File: src/rtl/mem_port_arbiter_pkg.sv
// Shared definitions for the three-requester datapath port arbiter:
// state encoding, mux select codes and requester indices.
package mem_port_arbiter_pkg;

  typedef enum logic [1:0] {
    IDLE  = 2'd0,
    GRANT = 2'd1,
    TURN  = 2'd2
  } arb_state_e;

  localparam logic [1:0] SEL_R0 = 2'b00;
  localparam logic [1:0] SEL_R1 = 2'b01;
  localparam logic [1:0] SEL_R2 = 2'b10;

  localparam logic [1:0] REQ_IFETCH = 2'd0;
  localparam logic [1:0] REQ_LSU    = 2'd1;
  localparam logic [1:0] REQ_EXT    = 2'd2;

  // Successor of a requester index in the wrapping 0,1,2 order.
  function automatic logic [1:0] next_idx3(input logic [1:0] idx);
    return (idx == REQ_EXT) ? REQ_IFETCH : idx + 2'd1;
  endfunction

  function automatic logic [2:0] onehot3(input logic [1:0] idx);
    return 3'b001 << idx;
  endfunction

endpackage

File: src/rtl/mem_port_arbiter_pick.sv
// Combinational round-robin picker: first requesting index searched
// upward from the one after the last owner, wrapping over three requesters.
module rr_pick3
  import mem_port_arbiter_pkg::*;
(
  input  logic [2:0] req,
  input  logic [1:0] last,
  output logic [1:0] winner,
  output logic       valid
);

  logic [1:0] c0, c1, c2;

  always_comb begin
    c0     = next_idx3(last);
    c1     = next_idx3(c0);
    c2     = next_idx3(c1);
    valid  = |req;
    winner = SEL_R0;
    if (req[c0])      winner = c0;
    else if (req[c1]) winner = c1;
    else if (req[c2]) winner = c2;
  end

endmodule

File: src/rtl/mem_port_arbiter.sv
// Round-robin owner arbitration of the shared 16-bit port with bounded hold
// time and a dead turnaround cycle between owners; drives the mux3 select.
module mem_port_arbiter
  import mem_port_arbiter_pkg::*;
#(
  parameter int HOLD_MAX = 8,
  parameter int CNT_W    = 4
) (
  input  logic       clk,
  input  logic       rst,
  input  logic [2:0] req,
  input  logic [2:0] done,
  output logic [2:0] gnt,
  output logic [1:0] s,
  output logic       busy,
  output logic       timeout
);

  localparam logic [CNT_W-1:0] HOLD_LIM = CNT_W'(HOLD_MAX);
  localparam logic [CNT_W-1:0] CNT_ONE  = CNT_W'(1);

  arb_state_e       state_q, state_d;
  logic [2:0]       gnt_q, gnt_d;
  logic [1:0]       s_q, s_d;
  logic             busy_q, busy_d;
  logic             timeout_q, timeout_d;
  logic [1:0]       last_q, last_d;
  logic [CNT_W-1:0] cnt_q, cnt_d;

  logic [1:0] win;
  logic       win_vld;
  logic       own_done, own_req, expire;

  rr_pick3 u_pick (
    .req    (req),
    .last   (last_q),
    .winner (win),
    .valid  (win_vld)
  );

  // While a grant is active the owner is always the last winner.
  always_comb begin
    own_done = done[last_q];
    own_req  = req[last_q];
    expire   = (HOLD_MAX != 0) && (cnt_q == HOLD_LIM);
  end

  always_comb begin
    state_d   = state_q;
    gnt_d     = gnt_q;
    s_d       = s_q;
    busy_d    = busy_q;
    timeout_d = 1'b0;
    last_d    = last_q;
    cnt_d     = cnt_q;
    unique case (state_q)
      IDLE: begin
        if (win_vld) begin
          state_d = GRANT;
          gnt_d   = onehot3(win);
          s_d     = win;
          busy_d  = 1'b1;
          last_d  = win;
          cnt_d   = CNT_ONE;
        end
      end
      GRANT: begin
        if (own_done || !own_req || expire) begin
          state_d   = TURN;
          gnt_d     = 3'b000;
          busy_d    = 1'b0;
          timeout_d = expire && !own_done;
        end else if (cnt_q != '1) begin
          cnt_d = cnt_q + CNT_ONE;
        end
      end
      TURN: begin
        // s is left untouched so the mux output stays stable.
        state_d = IDLE;
      end
      default: begin
        state_d = IDLE;
        gnt_d   = 3'b000;
        busy_d  = 1'b0;
      end
    endcase
  end

  always_ff @(posedge clk or posedge rst) begin
    if (rst) begin
      state_q   <= IDLE;
      gnt_q     <= 3'b000;
      s_q       <= SEL_R0;
      busy_q    <= 1'b0;
      timeout_q <= 1'b0;
      last_q    <= REQ_EXT;
      cnt_q     <= '0;
    end else begin
      state_q   <= state_d;
      gnt_q     <= gnt_d;
      s_q       <= s_d;
      busy_q    <= busy_d;
      timeout_q <= timeout_d;
      last_q    <= last_d;
      cnt_q     <= cnt_d;
    end
  end

  assign gnt     = gnt_q;
  assign s       = s_q;
  assign busy    = busy_q;
  assign timeout = timeout_q;

endmodule

File: config.mk
export PLATFORM = sky130hd
export DESIGN_NAME = mem_port_arbiter
export DESIGN_NICKNAME = d
export VERILOG_FILES = /design/src/rtl/mem_port_arbiter_pkg.sv /design/src/rtl/mem_port_arbiter_pick.sv /design/src/rtl/mem_port_arbiter.sv
export SDC_FILE = /design/constraint.sdc
export NUM_CORES = 1
export LEC_CHECK = 0
export BUFFER_PORTS_ARGS = -buffer_cell sky130_fd_sc_hd__buf_2
export CAP_MARGIN = 10
export CORE_MARGIN = 2
export CORE_UTILIZATION = 35
export CTS_CLUSTER_DIAMETER = 200
export DETAILED_ROUTE_END_ITERATION = 10
export PLACE_DENSITY = 0.65
export SYNTH_ARGS = -nofsm -noshare
export SYNTH_HDL_FRONTEND = slang
export SYNTH_SLANG_ARGS = --single-unit
File: constraint.sdc
create_clock -name clk -period 2.8 [get_ports clk]
set_input_delay 0.28 -clock clk [delete_from_list [all_inputs] [get_ports clk]]
set_output_delay 0.28 -clock clk [all_outputs]
set_load 0.02 [all_outputs]
==> results of run 1 <==
## cell usage after synthesis, drive strengths merged (2+ instances only)
master	instances
a21oi	7
and4b	2
buf	2
dfrtp	13
ha	2
inv	4
nand2	9
nand3b	2
nor2	4
nor2b	4
nor3	6
o21ai	3
o22ai	3
## layout make-up
class | instances | area (um^2)
inverter | 4 | 15.01
multi-input combinational | 56 | 374.1
timing repair buffer | 14 | 70.07
fill | 209 | 1121
tap | 27 | 33.78
sequential | 14 | 351.6
clock buffer | 4 | 36.28
## per-layer routing
layer,GRT usage [%],up-vias,routed length (um),share of wire (%)
met2,19.74,11,689,46
met5,0,-,0,0
met3,3.869,2,67,4.5
met4,5.405,0,15,1.0
met1,18.83,290,720,48
li1,-,306,-,-
## cells in the final DEF, fill, tap and decap left out, types with 2 or more instances in the layout
master / n
nand2_1: 9
nor2_1: 4
nor3_1: 5
inv_1: 4
dfrtp_1: 13
nor2b_1: 4
buf_2: 14
and4b_1: 2
a21oi_1: 7
o21ai_0: 2
ha_1: 2
nand3b_1: 2
o22ai_1: 3
clkbuf_4: 3
## worst max-delay path, stage by stage, from the launching register on
cell       delay (ps)
dfstp_2           640
mux2i_1           240
o2bb2ai_2         130
nor4_4            350
and4b_1           250
nor3_1             40
## stage by stage
step / instance area, um^2 / setup slack [ps] / util, %
floorplan: 763.2 / 1151 / -
global placement: 844.6 / 1073 / 42.19
detailed placement: 844.6 / 1003 / 42.19
CTS: 880.8 / 990.4 / 44.00
global route: 880.8 / 906.8 / 44.00
finish: 880.8 / 1006 / 44.00
## power by group through the flow
stage | Combinational, mW | Sequential [mW] | Clock [mW]
finish | 0.403 | 0.339 | 0.143
floorplan | 0.297 | 0.363 | 0
global placement | 0.405 | 0.340 | 0
CTS | 0.408 | 0.340 | 0.148
global route | 0.456 | 0.356 | 0.157
detailed placement | 0.405 | 0.344 | 0
## state kept, by name, summed over array words and instances, names as in the netlist
name,count
cnt_q,4
busy,1
s,2
timeout,1
state_q,2
gnt,3
last_q,1
## worst paths after layout
| kind | depth (start not counted) | slack, ps | end | from |
|---|---|---|---|---|
| max reg2reg | 5 | 1010 | cnt_q[3]$_DFFE_PP0P_ | last_q[1]$_DFFE_PP1P_ |
| max | 5 | 1010 | cnt_q[3]$_DFFE_PP0P_ | last_q[1]$_DFFE_PP1P_ |
| min | 2 | 30 | gnt[0]$_DFFE_PP0P_ | rst |
| min in group clk | 3 | 310 | gnt[1]$_DFFE_PP0P_ | req[1] |
| min reg2reg | 2 | 520 | s[1]$_DFFE_PP0P_ | s[1]$_DFFE_PP0P_ |
| max in group asynchronous | 2 | 2410 | last_q[1]$_DFFE_PP1P_ | rst |
## kinds of logic (layout without fill, tap and decap cells)
family          after synthesis  in the layout
simple gates                 34             34
mux                           1              1
fa+ha+maj                     2              2
buf+inv                       7             22
compound gates               19             19
flops                        14             14
==> summary.md, run 1 <==
| Metric | Value |
|---|---|
| Outcome | `finished, final reports clean` |
| Yosys cell types | `32` |
| Simple-Gate Fraction of Synth Area | `26.72%` |
| Global-route usage over all layers | `13.55%` |
| Pwr Density | `1005 nW/um^2` |
| Top_reg_cell synth | `dfrtp_1` |
| Core area | `2002 um^2` |
| Post-route setup TNS | `0 ps` |
| Post-synthesis async set-or-reset flop share | `100.0%` |
| Clk slew on worst S/H paths | `80 ps` |
| Peak supply drop | `464.9 uV` |
| Die Y | `50.70 um` |
| Die area | `2570 um^2` |
| Total Power | `885.4 uW` |
| Antenna cells | `0` |
| Vias | `609` |
| Adder-cell share of the synthesized area | `3.279%` |
| Synth top area share | `42.62%` |
| # rows | `16` |
| Num CTS Buffers | `3` |
| Antenna violations before repair | `0` |
| CTS tree | `yes` |
| CP required | `2940 ps` |
| Global-route wire length before repair | `2601 um` |
| Synthesized Nets | `87` |
| Fin crit share | `64.06%` |
| Clock Latency Late Sink | `270 ps` |
| Area leader, netlist | `dfrtp_1` |
| Unrepaired setup endpoints after global routing | `false` |
| Combinational power share | `45.6%` |
| Top-level I/O count | `15` |
| Final hold vios | `0` |
| Final wirelength | `1493 um` |
| Area Growth Syn to Fin | `15.41%` |
| Detailed-route DRC error count | `0` |
| Input/output buffers | `14` |
| Worst-Margin Slew | `542.2 ps` |
| Sequential share of the synthesized area | `46.07%` |
| Cell Int Power | `506.6 uW` |
| Critical path launch point type | `flop` |
| Routed Antenna Nets | `0` |
| Initial core utilization | `38.13%` |
| Post-Syn Area per Cell | `9.912 um^2` |
| Hold Crit Class | `input port to async pin` |
| Clk root buf | `clkbuf_4` |
| Crit path time final | `1794 ps` |
| H-tree Lvls | `1` |
| XOR/XNOR share of the synthesized area | `0%` |
| HPWL Detailed | `1149 um` |
| Slew Viols, Final | `0` |
| GRT overflow | `0` |
| Hold WS | `26.65 ps` |
| Worst slew margin | `63.66%` |
| Maximum clock frequency | `557.5 MHz` |
| Proportion of synthesized area in mux cells | `1.311%` |
| Placed insts | `115` |
| Post-synthesis compound-gate area fraction | `17.70%` |
| Crit Path Max Fanout | `10` |
| Sw power | `378.9 uW` |
| CP Class | `flop to flop` |
| Cell Area, Synth | `763.2 um^2` |
| PostCTS Resize Cnt | `0` |
| Via density | `5.118` |
| Longest Clk Path Bufs | `2` |
| Main combinational cell family by area after synthesis | `simple AND/OR/NAND/NOR gates` |
| Largest cells by area after synthesis | `dfrtp_1, a21oi_1, nand2_1` |
| Synthesis-stage register bit count | `14` |
| CTS Hold Bufs | `0` |
| Cells after synthesis | `77` |
| Worst Setup End Kind | `flop` |
| First-pass DRT Iterations | `4` |
| GPL Wtd Cong | `0.7956` |
| Critical Path AT | `1930 ps` |
| Post-detailed-route wirelength per cell | `12.55 um` |
| Clock share of power | `16.1%` |
| First DRT Iteration DRCs | `12` |
| Largest net degree at the start of global routing | `15` |
| Vias in the first global route | `582` |
| Max cap viols | `0` |
| Share of layout cells above drive strength 1 | `29.35%` |
| Num Clock Sinks | `14` |
| Yosys synthesis warning count | `0` |
| Nets@finish | `103` |
| Chip width | `50.70 um` |
| Non-filler instance count after layout | `119` |
| EDFF count, synth | `0` |
| Sw Ratio | `42.79%` |
| Lkg Pwr | `0.4112 nW` |
| Setup Buffers After CTS | `0` |
| Clock Skew | `2.507 ps` |
| Reg power frac | `38.3%` |
| Final count of negative-setup-slack endpoints | `0` |
Power figures use the tool's default switching activity.
==> inputs of run 2 (changes only) <==
--- a/config.mk
+++ b/config.mk
@@ -5,13 +5,14 @@
 export SDC_FILE = /design/constraint.sdc
 export NUM_CORES = 1
 export LEC_CHECK = 0
+export ABC_AREA = 1
 export BUFFER_PORTS_ARGS = -buffer_cell sky130_fd_sc_hd__buf_2
 export CAP_MARGIN = 10
 export CORE_MARGIN = 2
 export CORE_UTILIZATION = 35
 export CTS_CLUSTER_DIAMETER = 200
 export DETAILED_ROUTE_END_ITERATION = 10
-export PLACE_DENSITY = 0.65
+export PLACE_DENSITY = 0.66
 export SYNTH_ARGS = -nofsm -noshare
 export SYNTH_HDL_FRONTEND = slang
 export SYNTH_SLANG_ARGS = --single-unit
==> constraint.sdc (replaced) <==
create_clock -name clk -period 1.6 [get_ports clk]
set_input_delay 0.16 -clock clk [delete_from_list [all_inputs] [get_ports clk]]
set_output_delay 0.16 -clock clk [all_outputs]
set_load 0.02 [all_outputs]
==> summary.md, run 2 <==
| Metric | Value |
|---|---|
| Most numerous cell in the Yosys netlist | `nand2_1` |
| Top sig layer | `met3` |
| Clk slew on worst S/H paths | `80 ps (about the same)` |
| Largest net degree at the start of global routing | `15 (unchanged)` |
| Largest Register | `cnt_q` |
| Area Growth Syn to Fin | `15.63%` |
| PostCTS Resize Cnt | `0 (unchanged)` |
| Pwr Density | `1779 nW/um^2 (+77%)` |
| Critical path launch point type | `flop` |
| Fin crit share | `88.30% (+24 points)` |
| Worst slew margin | `64.54% (+0.88 points)` |
| Reg2reg start | `s[0]$_DFFE_PP0P_` |
| Largest cells by area after synthesis | `dfrtp_1, nand2_1, nand3_1` |
| Clk root buf | `clkbuf_4` |
| Post-synthesis async set-or-reset flop share | `100.0% (unchanged)` |
| Clock Skew | `3.398 ps (+0.8911 ps)` |
| Crit path time final | `1413 ps (-381.0 ps)` |
| Post-Syn Area per Cell | `7.783 um^2 (-21%)` |
| Final count of negative-setup-slack endpoints | `0 (unchanged)` |
| Global-route wire length before repair | `2849 um (+9.5%)` |
| Critical Path AT | `1590 ps (-340 ps)` |
| Hold Crit Class | `input port to flop` |
| Lkg Pwr | `0.5617 nW (+37%)` |
| Met2 routed wirelength | `812 um (+18%)` |
| M1 WL | `713 um (-0.97%)` |
| Vias | `760 (+25%)` |
| Unrepaired setup endpoints after global routing | `false` |
| CP required | `1780 ps (-1160 ps)` |
| Post-route setup TNS | `0 ps (unchanged)` |
| Synthesized Nets | `119 (+37%)` |
| Cells after synthesis | `109 (+42%)` |
| Via density | `4.935 (-3.6%)` |
| CTS Hold Bufs | `1 (+1)` |
| Post-synth top cells | `nand2_1, inv_1, dfrtp_1` |
| Core area | `2255 um^2 (+13%)` |
| Worst Setup End Kind | `flop` |
| Crit path launch | `s[0]$_DFFE_PP0P_` |
| Slew Viols, Final | `0 (unchanged)` |
| Initial core utilization | `37.62% (-0.50 points)` |
| Die Y | `53.23 um (+5.0%)` |
| Yosys synthesis warning count | `0 (unchanged)` |
| Max cap viols | `0 (unchanged)` |
| Commonest non-fill, non-tap cell in the layout | `nand2_1` |
| HPWL Detailed | `1295 um (+13%)` |
| EDFF count, synth | `0 (unchanged)` |
| Critical path depth in cells | `9 (+4)` |
| Cell Area, Synth | `848.3 um^2 (+11%)` |
| Nets@finish | `137 (+33%)` |
| Num Clock Sinks | `14 (unchanged)` |
| Fillers | `225 (+7.7%)` |
| Final wirelength | `1649 um (+10%)` |
| Vias in the first global route | `677 (+16%)` |
| First-pass DRT Iterations | `4 (unchanged)` |
| Crit path max-delay cell type | `dfrtp_1` |
| Sequential share of the synthesized area | `41.45% (-4.6 points)` |
| Yosys cell types | `23 (-28%)` |
| Post-Layout Inst Area | `980.9 um^2 (+11%)` |
| Maximum clock frequency | `707.8 MHz (+27%)` |
| Global-route usage over all layers | `13.96% (+0.42 points)` |
| Chip width | `53.23 um (+5.0%)` |
| Reg2Reg Setup Slack | `190 ps (-820 ps)` |
| Share of layout cells above drive strength 1 | `26.19% (-3.2 points)` |
| GPL Wtd Cong | `0.8398 (+5.6%)` |
| First DRT Iteration DRCs | `22 (+10)` |
| CP top delay family | `simple AND/OR/NAND/NOR gates` |
| CP dominant cell by count | `nand2_2` |
| R2r endpoint | `cnt_q[2]$_DFFE_PP0P_` |
| Worst-Margin Slew | `531.4 ps (-10.81 ps)` |
| Top-level I/O count | `15 (unchanged)` |
| Total Power | `1.745 mW (+97%)` |
| Num CTS Buffers | `3 (unchanged)` |
| Number of flip-flops under the largest register name | `4 (unchanged)` |
| Final hold vios | `0 (unchanged)` |
| Detailed-route DRC error count | `0 (unchanged)` |
| Most frequent cells in the layout | `nand2_1, inv_1, buf_2, dfrtp_1, nand3_1` |
| Synthesis-stage register bit count | `14 (unchanged)` |
| Met3 WL | `123 um (+84%)` |
| CP Buf/Inv Count | `1 (+1)` |
| Antenna violations before repair | `0 (unchanged)` |
| Antenna cells | `0 (unchanged)` |
| Outcome | `finished, final reports clean` |
| Peak supply drop | `838.6 uV (+80%)` |
| Critical Path Max Stage Delay | `530 ps (-110 ps)` |
| Placed inst area | `934.6 um^2 (+11%)` |
| CP endpoint | `cnt_q[2]$_DFFE_PP0P_` |
| Synth top area share | `38.35% (-4.3 points)` |
| H-tree Lvls | `1 (unchanged)` |
| Critical Path, Cell by Cell | `inv_1 -> nand3_1 -> nand2_2 -> nor2_4 -> nand3_2 -> nand2_2 -> nand2_2 -> nand2_1 -> nand2_1` |
| Routed Antenna Nets | `0 (unchanged)` |
| Crit Path Max Fanout | `10 (unchanged)` |
| # rows | `17 (+1)` |
| CP Class | `flop to flop` |
| Longest Clk Path Bufs | `2 (unchanged)` |
| Setup Buffers After CTS | `0 (unchanged)` |
| Area leader, netlist | `dfrtp_1` |
| Input/output buffers | `14 (unchanged)` |
| Die area | `2833 um^2 (+10%)` |
| Clock Latency Late Sink | `280 ps (about the same)` |
| GRT overflow | `0 (unchanged)` |
| Top_reg_cell synth | `dfrtp_1` |
| Post-detailed-route wirelength per cell | `10.71 um (-15%)` |
| Reg2reg path depth | `9 (+4)` |
| CTS tree | `yes` |
==> run 2: cell count changes in the layout (fill, tap and decap cells not counted), sizes merged, moves of 2 or more <==
cell   delta
nand4     +5
and4b     -2
o22ai     -3
nor3      -6
nand2    +30
nand3    +14
a21oi     -5
inv      +12
nor2b     -4
nor2      +2
xor2      +2
==> run 2: cell type report <==
| cell class | instances | area, um^2 | area share, % |
|---|---|---|---|
| Tap cell | 28 | 35.03 | 3.571 |
| Sequential cell | 14 | 351.6 | 35.84 |
| Timing Repair Buffer | 15 | 80.08 | 8.163 |
| Clock buffer | 4 | 36.28 | 3.699 |
| Inverter | 16 | 60.06 | 6.122 |
| Multi-Input combinational cell | 77 | 417.9 | 42.60 |
==> run 2: stage by stage <==
step,hold WS (ps),utilization [%],cells,setup WS (ps)
2_1_floorplan,48.50,-,109,325.9
3_3_place_gp,234.0,41.45,149,238.2
3_5_place_dp,226.1,41.45,149,205.5
4_1_cts,238.3,43.51,154,179.4
5_1_grt,249.4,43.51,154,60.29
6_report,249.7,43.51,154,187.2
==> run 2: worst min path at each step <==
stage	from	end	cells after the start	slack [ps]
finish	done[0]	timeout$_DFF_PP0_	4	250
detailed placement	rst	cnt_q[2]$_DFFE_PP0P_	2	230
global placement	rst	cnt_q[2]$_DFFE_PP0P_	2	230
CTS	req[1]	gnt[0]$_DFFE_PP0P_	4	240
global route	req[1]	gnt[0]$_DFFE_PP0P_	4	250
floorplan	rst	busy$_DFFE_PP0P_	1	50
==> run 2: power by group <==
part / switching, mW / leakage, nW / internal (mW) / total (mW)
Sequential: 0.129 / 0.179 / 0.488 / 0.617
Clock: 0.116 / 0.0210 / 0.139 / 0.254
Combinational: 0.580 / 0.361 / 0.294 / 0.874
Total: 0.825 / 0.562 / 0.920 / 1.74
==> run 2: kinds of logic (layout without fill, tap and decap cells) <==
kind of cell,Yosys count,in the layout,share of synthesized area [%]
flip-flops,14,14,41.45
buffers and inverters,18,35,9.293
AND/OR/NAND/NOR,67,67,40.12
XOR/XNOR,2,2,2.065
adder cells (fa/ha/maj),2,2,2.949
AO/OA/AOI/OAI,6,6,4.131
==> run 2: worst register-to-register path, delay by kind of cell, from the launching register on <==
kind,cells,cell delay (ps)
simple gates,8,640
flops,1,530
buf+inv,1,130
==> run 2: metal layers <==
layer | vias up | global-route usage (%)
met3 | 0 | 5.932
met5 | - | 0
met2 | 25 | 24.07
met1 | 351 | 16.03
met4 | 0 | 2.564
li1 | 384 | -
